--- config.mk ---
export PLATFORM = sky130hd
export DESIGN_NAME = periph_bus_arbiter_flat
export DESIGN_NICKNAME = d
export VERILOG_FILES = /design/src/rtl/periph_bus_arbiter_if.sv /design/src/rtl/periph_bus_arbiter.sv /design/src/flat_wrapper.sv
export SDC_FILE = /design/constraint.sdc
export NUM_CORES = 1
export LEC_CHECK = 0
export BUFFER_PORTS_ARGS = -buffer_cell sky130_fd_sc_hd__buf_2
export CAP_MARGIN = 20
export CELL_PAD_IN_SITES_DETAIL_PLACEMENT = 1
export CELL_PAD_IN_SITES_GLOBAL_PLACEMENT = 1
export CORE_MARGIN = 8
export CORE_UTILIZATION = 19
export CTS_BUF_LIST = sky130_fd_sc_hd__clkbuf_8
export DETAILED_ROUTE_END_ITERATION = 16
export GPL_ROUTABILITY_DRIVEN = 0
export PLACE_DENSITY = 0.9
export SLEW_MARGIN = 0
export SYNTH_ARGS = -nofsm -noshare
export SYNTH_HDL_FRONTEND = slang
export SYNTH_SLANG_ARGS = --single-unit
--- constraint.sdc ---
create_clock -name clk -period 2.8 [get_ports clk]
set_input_delay 0.42 -clock clk [delete_from_list [all_inputs] [get_ports clk]]
set_output_delay 0.42 -clock clk [all_outputs]
set_load 0.02 [all_outputs]
--- src/rtl/periph_bus_arbiter_if.sv ---
// periph_bus_arbiter_if: two-master request/grant ports plus the shared peripheral bus
interface periph_bus_arbiter_if;
    logic        m0_req;
    logic        m0_rd;
    logic        m0_wr;
    logic [31:0] m0_addr;
    logic [31:0] m0_wdata;
    logic [31:0] m0_rdata;
    logic        m0_gnt;
    logic        m1_req;
    logic        m1_rd;
    logic        m1_wr;
    logic [31:0] m1_addr;
    logic [31:0] m1_wdata;
    logic [31:0] m1_rdata;
    logic        m1_gnt;
    logic        rd;
    logic        wr;
    logic [31:0] addr;
    logic [31:0] wdata;
    logic [31:0] rdata;
    logic [1:0]  owner;

    modport slave (
        input  m0_req, m0_rd, m0_wr, m0_addr, m0_wdata,
        input  m1_req, m1_rd, m1_wr, m1_addr, m1_wdata,
        input  rdata,
        output m0_rdata, m0_gnt, m1_rdata, m1_gnt,
        output rd, wr, addr, wdata, owner
    );

    modport master (
        output m0_req, m0_rd, m0_wr, m0_addr, m0_wdata,
        output m1_req, m1_rd, m1_wr, m1_addr, m1_wdata,
        output rdata,
        input  m0_rdata, m0_gnt, m1_rdata, m1_gnt,
        input  rd, wr, addr, wdata, owner
    );
endinterface

--- src/rtl/periph_bus_arbiter.sv ---
// periph_bus_arbiter: M0-priority arbiter for the peripheral bus with M1 starvation/burst bounds
module periph_bus_arbiter #(
    parameter int unsigned STARVE_LIMIT = 8,
    parameter int unsigned BURST_MAX    = 2
) (
    input  logic                 clk,
    input  logic                 reset,
    periph_bus_arbiter_if.slave  bus
);
    typedef enum logic [1:0] {IDLE = 2'b00, OWN_M0 = 2'b01, OWN_M1 = 2'b10} owner_e;

    owner_e     owner_q, owner_d;
    logic [7:0] starve_q, starve_d, burst_q, burst_d, burst_n;
    logic       in_burst_q, in_burst_d, cont, forced;
    logic       sel0, sel1;

    // Next owner; starvation is judged on the count including the M0 grant now ending
    always_comb begin
        starve_d   = (owner_q == OWN_M1) ? 8'd0 :
                     (owner_q == OWN_M0 && bus.m1_req && starve_q != 8'(STARVE_LIMIT)) ? starve_q + 8'd1 :
                     starve_q;
        burst_n    = burst_q + 8'd1;
        cont       = in_burst_q && bus.m1_req && burst_n != 8'(BURST_MAX);
        forced     = bus.m1_req && (starve_d == 8'(STARVE_LIMIT) || cont);
        owner_d    = forced ? OWN_M1 : bus.m0_req ? OWN_M0 : bus.m1_req ? OWN_M1 : IDLE;
        in_burst_d = forced;
        burst_d    = cont ? burst_n : 8'd0;
    end

    // Ownership and fairness state, cleared asynchronously
    always_ff @(posedge clk or negedge reset) begin
        if (!reset) begin
            owner_q    <= IDLE;
            starve_q   <= 8'd0;
            burst_q    <= 8'd0;
            in_burst_q <= 1'b0;
        end else begin
            owner_q    <= owner_d;
            starve_q   <= starve_d;
            burst_q    <= burst_d;
            in_burst_q <= in_burst_d;
        end
    end

    assign sel0         = owner_q == OWN_M0;
    assign sel1         = owner_q == OWN_M1;
    assign bus.m0_gnt   = sel0;
    assign bus.m1_gnt   = sel1;
    assign bus.owner    = owner_q;
    assign bus.rd       = sel0 ? bus.m0_rd : sel1 ? bus.m1_rd : 1'b0;
    assign bus.wr       = sel0 ? bus.m0_wr : sel1 ? bus.m1_wr : 1'b0;
    assign bus.addr     = sel0 ? bus.m0_addr : sel1 ? bus.m1_addr : 32'd0;
    assign bus.wdata    = sel0 ? bus.m0_wdata : sel1 ? bus.m1_wdata : 32'd0;
    assign bus.m0_rdata = sel0 ? bus.rdata : 32'd0;
    assign bus.m1_rdata = sel1 ? bus.rdata : 32'd0;
endmodule
--- src/flat_wrapper.sv ---
// flat-port wrapper written by rule: the top's interface ports become plain ports
module periph_bus_arbiter_flat 
#(
    parameter int unsigned STARVE_LIMIT = 8,
    parameter int unsigned BURST_MAX    = 2
)
  (clk, reset, bus_m0_req, bus_m0_rd, bus_m0_wr, bus_m0_addr, bus_m0_wdata, bus_m1_req, bus_m1_rd, bus_m1_wr, bus_m1_addr, bus_m1_wdata, bus_rdata, bus_m0_rdata, bus_m0_gnt, bus_m1_rdata, bus_m1_gnt, bus_rd, bus_wr, bus_addr, bus_wdata, bus_owner);
  periph_bus_arbiter_if bus_i ();
  input  logic clk;
  input  logic reset;
  input wire logic [$bits(bus_i.m0_req)-1:0] bus_m0_req;
  input wire logic [$bits(bus_i.m0_rd)-1:0] bus_m0_rd;
  input wire logic [$bits(bus_i.m0_wr)-1:0] bus_m0_wr;
  input wire logic [$bits(bus_i.m0_addr)-1:0] bus_m0_addr;
  input wire logic [$bits(bus_i.m0_wdata)-1:0] bus_m0_wdata;
  input wire logic [$bits(bus_i.m1_req)-1:0] bus_m1_req;
  input wire logic [$bits(bus_i.m1_rd)-1:0] bus_m1_rd;
  input wire logic [$bits(bus_i.m1_wr)-1:0] bus_m1_wr;
  input wire logic [$bits(bus_i.m1_addr)-1:0] bus_m1_addr;
  input wire logic [$bits(bus_i.m1_wdata)-1:0] bus_m1_wdata;
  input wire logic [$bits(bus_i.rdata)-1:0] bus_rdata;
  output wire logic [$bits(bus_i.m0_rdata)-1:0] bus_m0_rdata;
  output wire logic [$bits(bus_i.m0_gnt)-1:0] bus_m0_gnt;
  output wire logic [$bits(bus_i.m1_rdata)-1:0] bus_m1_rdata;
  output wire logic [$bits(bus_i.m1_gnt)-1:0] bus_m1_gnt;
  output wire logic [$bits(bus_i.rd)-1:0] bus_rd;
  output wire logic [$bits(bus_i.wr)-1:0] bus_wr;
  output wire logic [$bits(bus_i.addr)-1:0] bus_addr;
  output wire logic [$bits(bus_i.wdata)-1:0] bus_wdata;
  output wire logic [$bits(bus_i.owner)-1:0] bus_owner;
  assign bus_i.m0_req = bus_m0_req;
  assign bus_i.m0_rd = bus_m0_rd;
  assign bus_i.m0_wr = bus_m0_wr;
  assign bus_i.m0_addr = bus_m0_addr;
  assign bus_i.m0_wdata = bus_m0_wdata;
  assign bus_i.m1_req = bus_m1_req;
  assign bus_i.m1_rd = bus_m1_rd;
  assign bus_i.m1_wr = bus_m1_wr;
  assign bus_i.m1_addr = bus_m1_addr;
  assign bus_i.m1_wdata = bus_m1_wdata;
  assign bus_i.rdata = bus_rdata;
  assign bus_m0_rdata = bus_i.m0_rdata;
  assign bus_m0_gnt = bus_i.m0_gnt;
  assign bus_m1_rdata = bus_i.m1_rdata;
  assign bus_m1_gnt = bus_i.m1_gnt;
  assign bus_rd = bus_i.rd;
  assign bus_wr = bus_i.wr;
  assign bus_addr = bus_i.addr;
  assign bus_wdata = bus_i.wdata;
  assign bus_owner = bus_i.owner;
  periph_bus_arbiter #(.STARVE_LIMIT(STARVE_LIMIT), .BURST_MAX(BURST_MAX)) u_core (.clk(clk), .reset(reset), .bus(bus_i));
endmodule
# After elaboration in Yosys (flattened, before gate mapping)
# Index checks and enable logic that the tools add are counted.
# Widths: inputs -> output; s select.
[totals] regBits=19 latchBits=0 ramBits=0 rom_bits=0 inputBits=168 word_cells=33 memories=0
[classes] addsub=2 multipliers=0 n_div=0 magnitude_cmp=0 n_eq_ne=5 n_shift=0 n_mux=16 n_bitwise=0 reduce_logical=6
[op_table] cell="$mux 32" n=6
[op_table] cell="$mux 8" n=3
[op_table] cell="$add 8x1->8 const B" n=2
[op_table] cell="$eq 8x4->1 const B" n=1
[op_table] cell="$ne 8x2->1 const B" n=1
[op_table] cell="$ne 8x4->1 const B" n=1
[op_table] cell="$mux 2" n=3
[op_table] cell="$logic_and 1x1->1" n=5
[op_table] cell="$mux 1" n=4
[op_table] cell="$eq 2x1->1 const B" n=1
[op_table] cell="$eq 2x2->1 const B" n=1
[op_table] cell="$logic_or 1x1->1" n=1

# Logic depth before layout (Yosys ltp)
[depth] ltp_word=9 depth_mapped=7 ltp_nobuf=7

# Worst setup path after synthesis
# No wires, ideal clock.
[synth_path] path_type="register -> output" start="register u_core.owner_q[1] (netlist: u_core.bus.owner[1])" end="output bus_m1_rdata[26]" arrival_ns=1.926 required_ns=2.380 setup_slack_ns=0.454 path_stages_with_launch=6 cell_sequence="dfrtp_1 > or2b_2 > inv_1 > clkbuf_1 > buf_1 > and2_1"
[synth_via] elab_chain_len=2
[synth_rtl] item="start: declaration" line_no="periph_bus_arbiter.sv:12" source="owner_e owner_q, owner_d;"
[synth_rtl] item="start signal: assignment" line_no="periph_bus_arbiter.sv:38" source="owner_q <= owner_d;"
[synth_rtl] item="$eq 2x2->1" line_no="periph_bus_arbiter.sv:46" source="assign sel1 = owner_q == OWN_M1;"
[synth_rtl] item="via bus_m1_gnt" line_no="flat_wrapper.sv:25" source="output wire logic [$bits(bus_i.m1_gnt)-1:0] bus_m1_gnt;"
[synth_rtl] item="$mux 32" line_no="periph_bus_arbiter.sv:55" source="assign bus.m1_rdata = sel1 ? bus.rdata : 32'd0;"
[synth_rtl] item="end: declaration" line_no="flat_wrapper.sv:24" source="output wire logic [$bits(bus_i.m1_rdata)-1:0] bus_m1_rdata;"
# The timed path passes the listed nets, and every way through them passes these cells.

# Final worst setup path
[layout_path] start="register u_core.owner_q[1] (netlist: u_core.bus.owner[1])" end="output bus_wdata[18]"
[layout_via] elab_chain_len=3
[layout_rtl] item="$eq 2x2->1" line_no="periph_bus_arbiter.sv:46"
[layout_rtl] item="$mux 32" line_no="periph_bus_arbiter.sv:53" source="assign bus.wdata = sel0 ? bus.m0_wdata : sel1 ? bus.m1_wdata : 32'd0;"
[layout_rtl] item="$mux 32 *" line_no="periph_bus_arbiter.sv:53"
[layout_rtl] item="end: declaration" line_no="flat_wrapper.sv:29" source="output wire logic [$bits(bus_i.wdata)-1:0] bus_wdata;"
# Mark *: on every way between the ends. The rest lies on a longest branch, timed or not.

==> summary.json <==
{
  "hold_buffers": 0,
  "synth_seq_area_share_pct": 22.07,
  "post-route-min-period_ns": 2.511,
  "finClkSkew_ns": 0.006110,
  "worst_ep_required_time_ns": 2.38,
  "route.final.wire_length_microns": 16730,
  "std_cell_rows": 39,
  "layout.nets": 722,
  "post_place_instance_area_sq_um": 3821,
  "fp.dieH_microns": 122.5,
  "fin_setup_tns_ns": 0,
  "yosys_warnings": 0,
  "p_per_area_nw_per_um2": 360.0,
  "post-place-cells": 688,
  "hpwlAfterDp_microns": 14740,
  "cts-buffers-inserted": 3,
  "worst_setup_path_end_kind": "primary output",
  "syn_to_final_growth_pct": 79.97,
  "hp-class": "in -> async",
  "mappedNetlistNets": 435,
  "synth_area_sq_um": 2155,
  "grt_use_total_pct": 20.46,
  "timing_worst_setup_path_type": "reg -> out",
  "io_pins": 302,
  "status": "completed",
  "number_of_global_route_vias_before_repair": 3662,
  "routed-via-count": 3258,
  "largest_net_degree_at_the_start_of_global_routing": 100,
  "worst_slack_ns": 0.2890,
  "drv_cap": 0,
  "postLayoutCoreUtil_pct": 34.55,
  "cts.sink_count": 19,
  "max_freq_mhz": 398.2,
  "timing.final.crit_share_pct": 89.68,
  "worstMarginPinSlew_ns": 0.4402,
  "yosys_register_bits": 19,
  "postCtsSetupRepairBufs": 0,
  "clk_latency_ns": 0.26,
  "floorplan.initialDensity_pct": 19.20,
  "die_width_microns": 122.5,
  "drc": 0,
  "cts_tree": "built",
  "avgViaCountPerCell": 4.688,
  "max-vdd-ir-drop_v": 0.0002711,
  "numPortBuffers": 301,
  "synthDistinctLibCells": 39,
  "route.antenna.remaining_nets": 0,
  "post_route_cells_drive_above_1_share_pct": 58.29,
  "first_pass_iters": 4,
  "cts-resized-gates": 0,
  "core_sq_um": 11220,
  "slew_headroom_pct": 70.65,
  "wl_per_cell_microns": 24.07,
  "final-max-slew-violation-count": 0,
  "final-setup-viol-count": 0,
  "cts.clk_slew.worst_paths_ns": 0.08,
  "grt-ovfl-total": 0,
  "n_fill_cell": 1438,
  "synthesis.area_per_instance_sq_um": 8.192,
  "synth_ff_type": "dfrtp_1",
  "instances_no_fill": 695,
  "cp_data_arrival_time_ns": 2.09,
  "h_tree_levels": 1,
  "synthArstFlopShare_pct": 100.0,
  "dp_slack_ns": 0.5929,
  "sequential_cell_area_sq_um": 475.5,
  "hold_viol": 0,
  "post_synth_edffs": 0,
  "setup.worst_path.start_class": "flop",
  "power.static_leakage_nw": 2.307,
  "grt_pass1_wl_microns": 22980,
  "postLayoutCellArea_sq_um": 3877,
  "clock_buffer_depth": 2,
  "die_area_sq_um": 15000,
  "critPathMaxFanout": 27,
  "cts.root.buffer_cell": "clkbuf_8",
  "rsz0062_at_grt": "no",
  "drtIter0Drc": 171,
  "syn-instance-count": 263,
  "antenna_found_initial": 4,
  "multi_input_area_sq_um": 1567
}
[logic make-up (layout without fill, tap and decap cells)]
family,count (synthesis),in the layout,synth area share (%)
flops,19,19,22.07
fa+ha+maj,4,4,2.323
compound gates,86,86,33.39
xor+xnor,10,10,4.065
mux,3,3,1.452
buf+inv,30,316,5.575
other cells,0,3,0
simple gates,111,111,31.13
[metrics by stage]
stage               total power (W)  hold slack (ns)
global route               0.001472           0.1100
CTS                        0.001412           0.1014
global placement           0.001172           0.3708
finish                     0.001396          0.08568
detailed placement         0.001199           0.3936
floorplan                 0.0008041           0.1244
[registers in the layout, indices dropped and copies added (netlist names)]
signal,flops
u_core.starve_q,8
u_core.bus.owner,2
u_core.burst_q,8
u_core.in_burst_q,1
[power breakdown]
part | internal (W) | switching, W | leakage, nW
registers | 0.000300 | 0.0000431 | 0.259
clock network | 0.000101 | 0.000101 | 0.0217
logic | 0.000343 | 0.000508 | 2.03
[worst max-delay path: stages, from the launching register on]
cell	delay (ns)
dfrtp_1	0.51
or2b_2	0.36
inv_2	0.17
buf_4	0.31
a22o_1	0.26
buf_2	0.20
[cell usage after synthesis (3+ instances only)]
cell | number | share of area, %
a21oi_1 | 3 | 0.70
a22o_1 | 66 | 27
and2_1 | 65 | 19
buf_1 | 5 | 0.87
clkbuf_1 | 17 | 3.0
dfrtp_1 | 19 | 22
ha_1 | 4 | 2.3
inv_1 | 7 | 1.2
nand2_1 | 8 | 1.4
nand3_1 | 6 | 1.4
nor2_1 | 13 | 2.3
o21ai_0 | 6 | 1.4
xnor2_1 | 5 | 2.0
xor2_1 | 5 | 2.0
[final timing paths]
| check | from | to | slack [ns] | depth (start not counted) |
|---|---|---|---|---|
| max | u_core.bus.owner[1] | bus_wdata[18] | 0.29 | 5 |
| min | reset | u_core.in_burst_q | 0.09 | 1 |
| max reg2reg | u_core.bus.owner[1] | u_core.bus.owner[0] | 0.58 | 5 |
| min reg2reg | u_core.in_burst_q | u_core.burst_q[7] | 0.56 | 2 |
| max in group asynchronous | reset | u_core.starve_q[2] | 2.40 | 1 |
| min in group clk | bus_m0_req | u_core.bus.owner[1] | 0.41 | 2 |
[placed cells by master (no fill, tap or decap), types with 3 or more instances in the layout]
cell type and count:
o21ai_0 6, xnor2_1 5, nand2_1 8, a22o_1 66, nor2_1 13, xor2_1 5
and2_1 65, buf_2 301, a21oi_1 3, buf_12 3, diode_2 3, inv_1 6
nand3_1 6, ha_1 4, clkbuf_8 3, dfrtp_1 19
[final cells by class]
cell class	count	area share, %
timing repair buffer	305	40.59
multi-input combinational	214	40.40
sequential	19	12.26
tap	143	4.614
clock buffer	3	1.065
inverter	7	0.6776
clock inverter	1	0.1936
antenna	3	0.1936
[per-layer routing]
layer	part of all wire (%)	routed length, microns	global-route usage, %
met1	33	5560	19.58
met2	57	9563	40.79
met4	2.6	437	6.474
met5	0	0	0
met3	7.0	1166	5.888
Power figures use the tool's default switching activity.
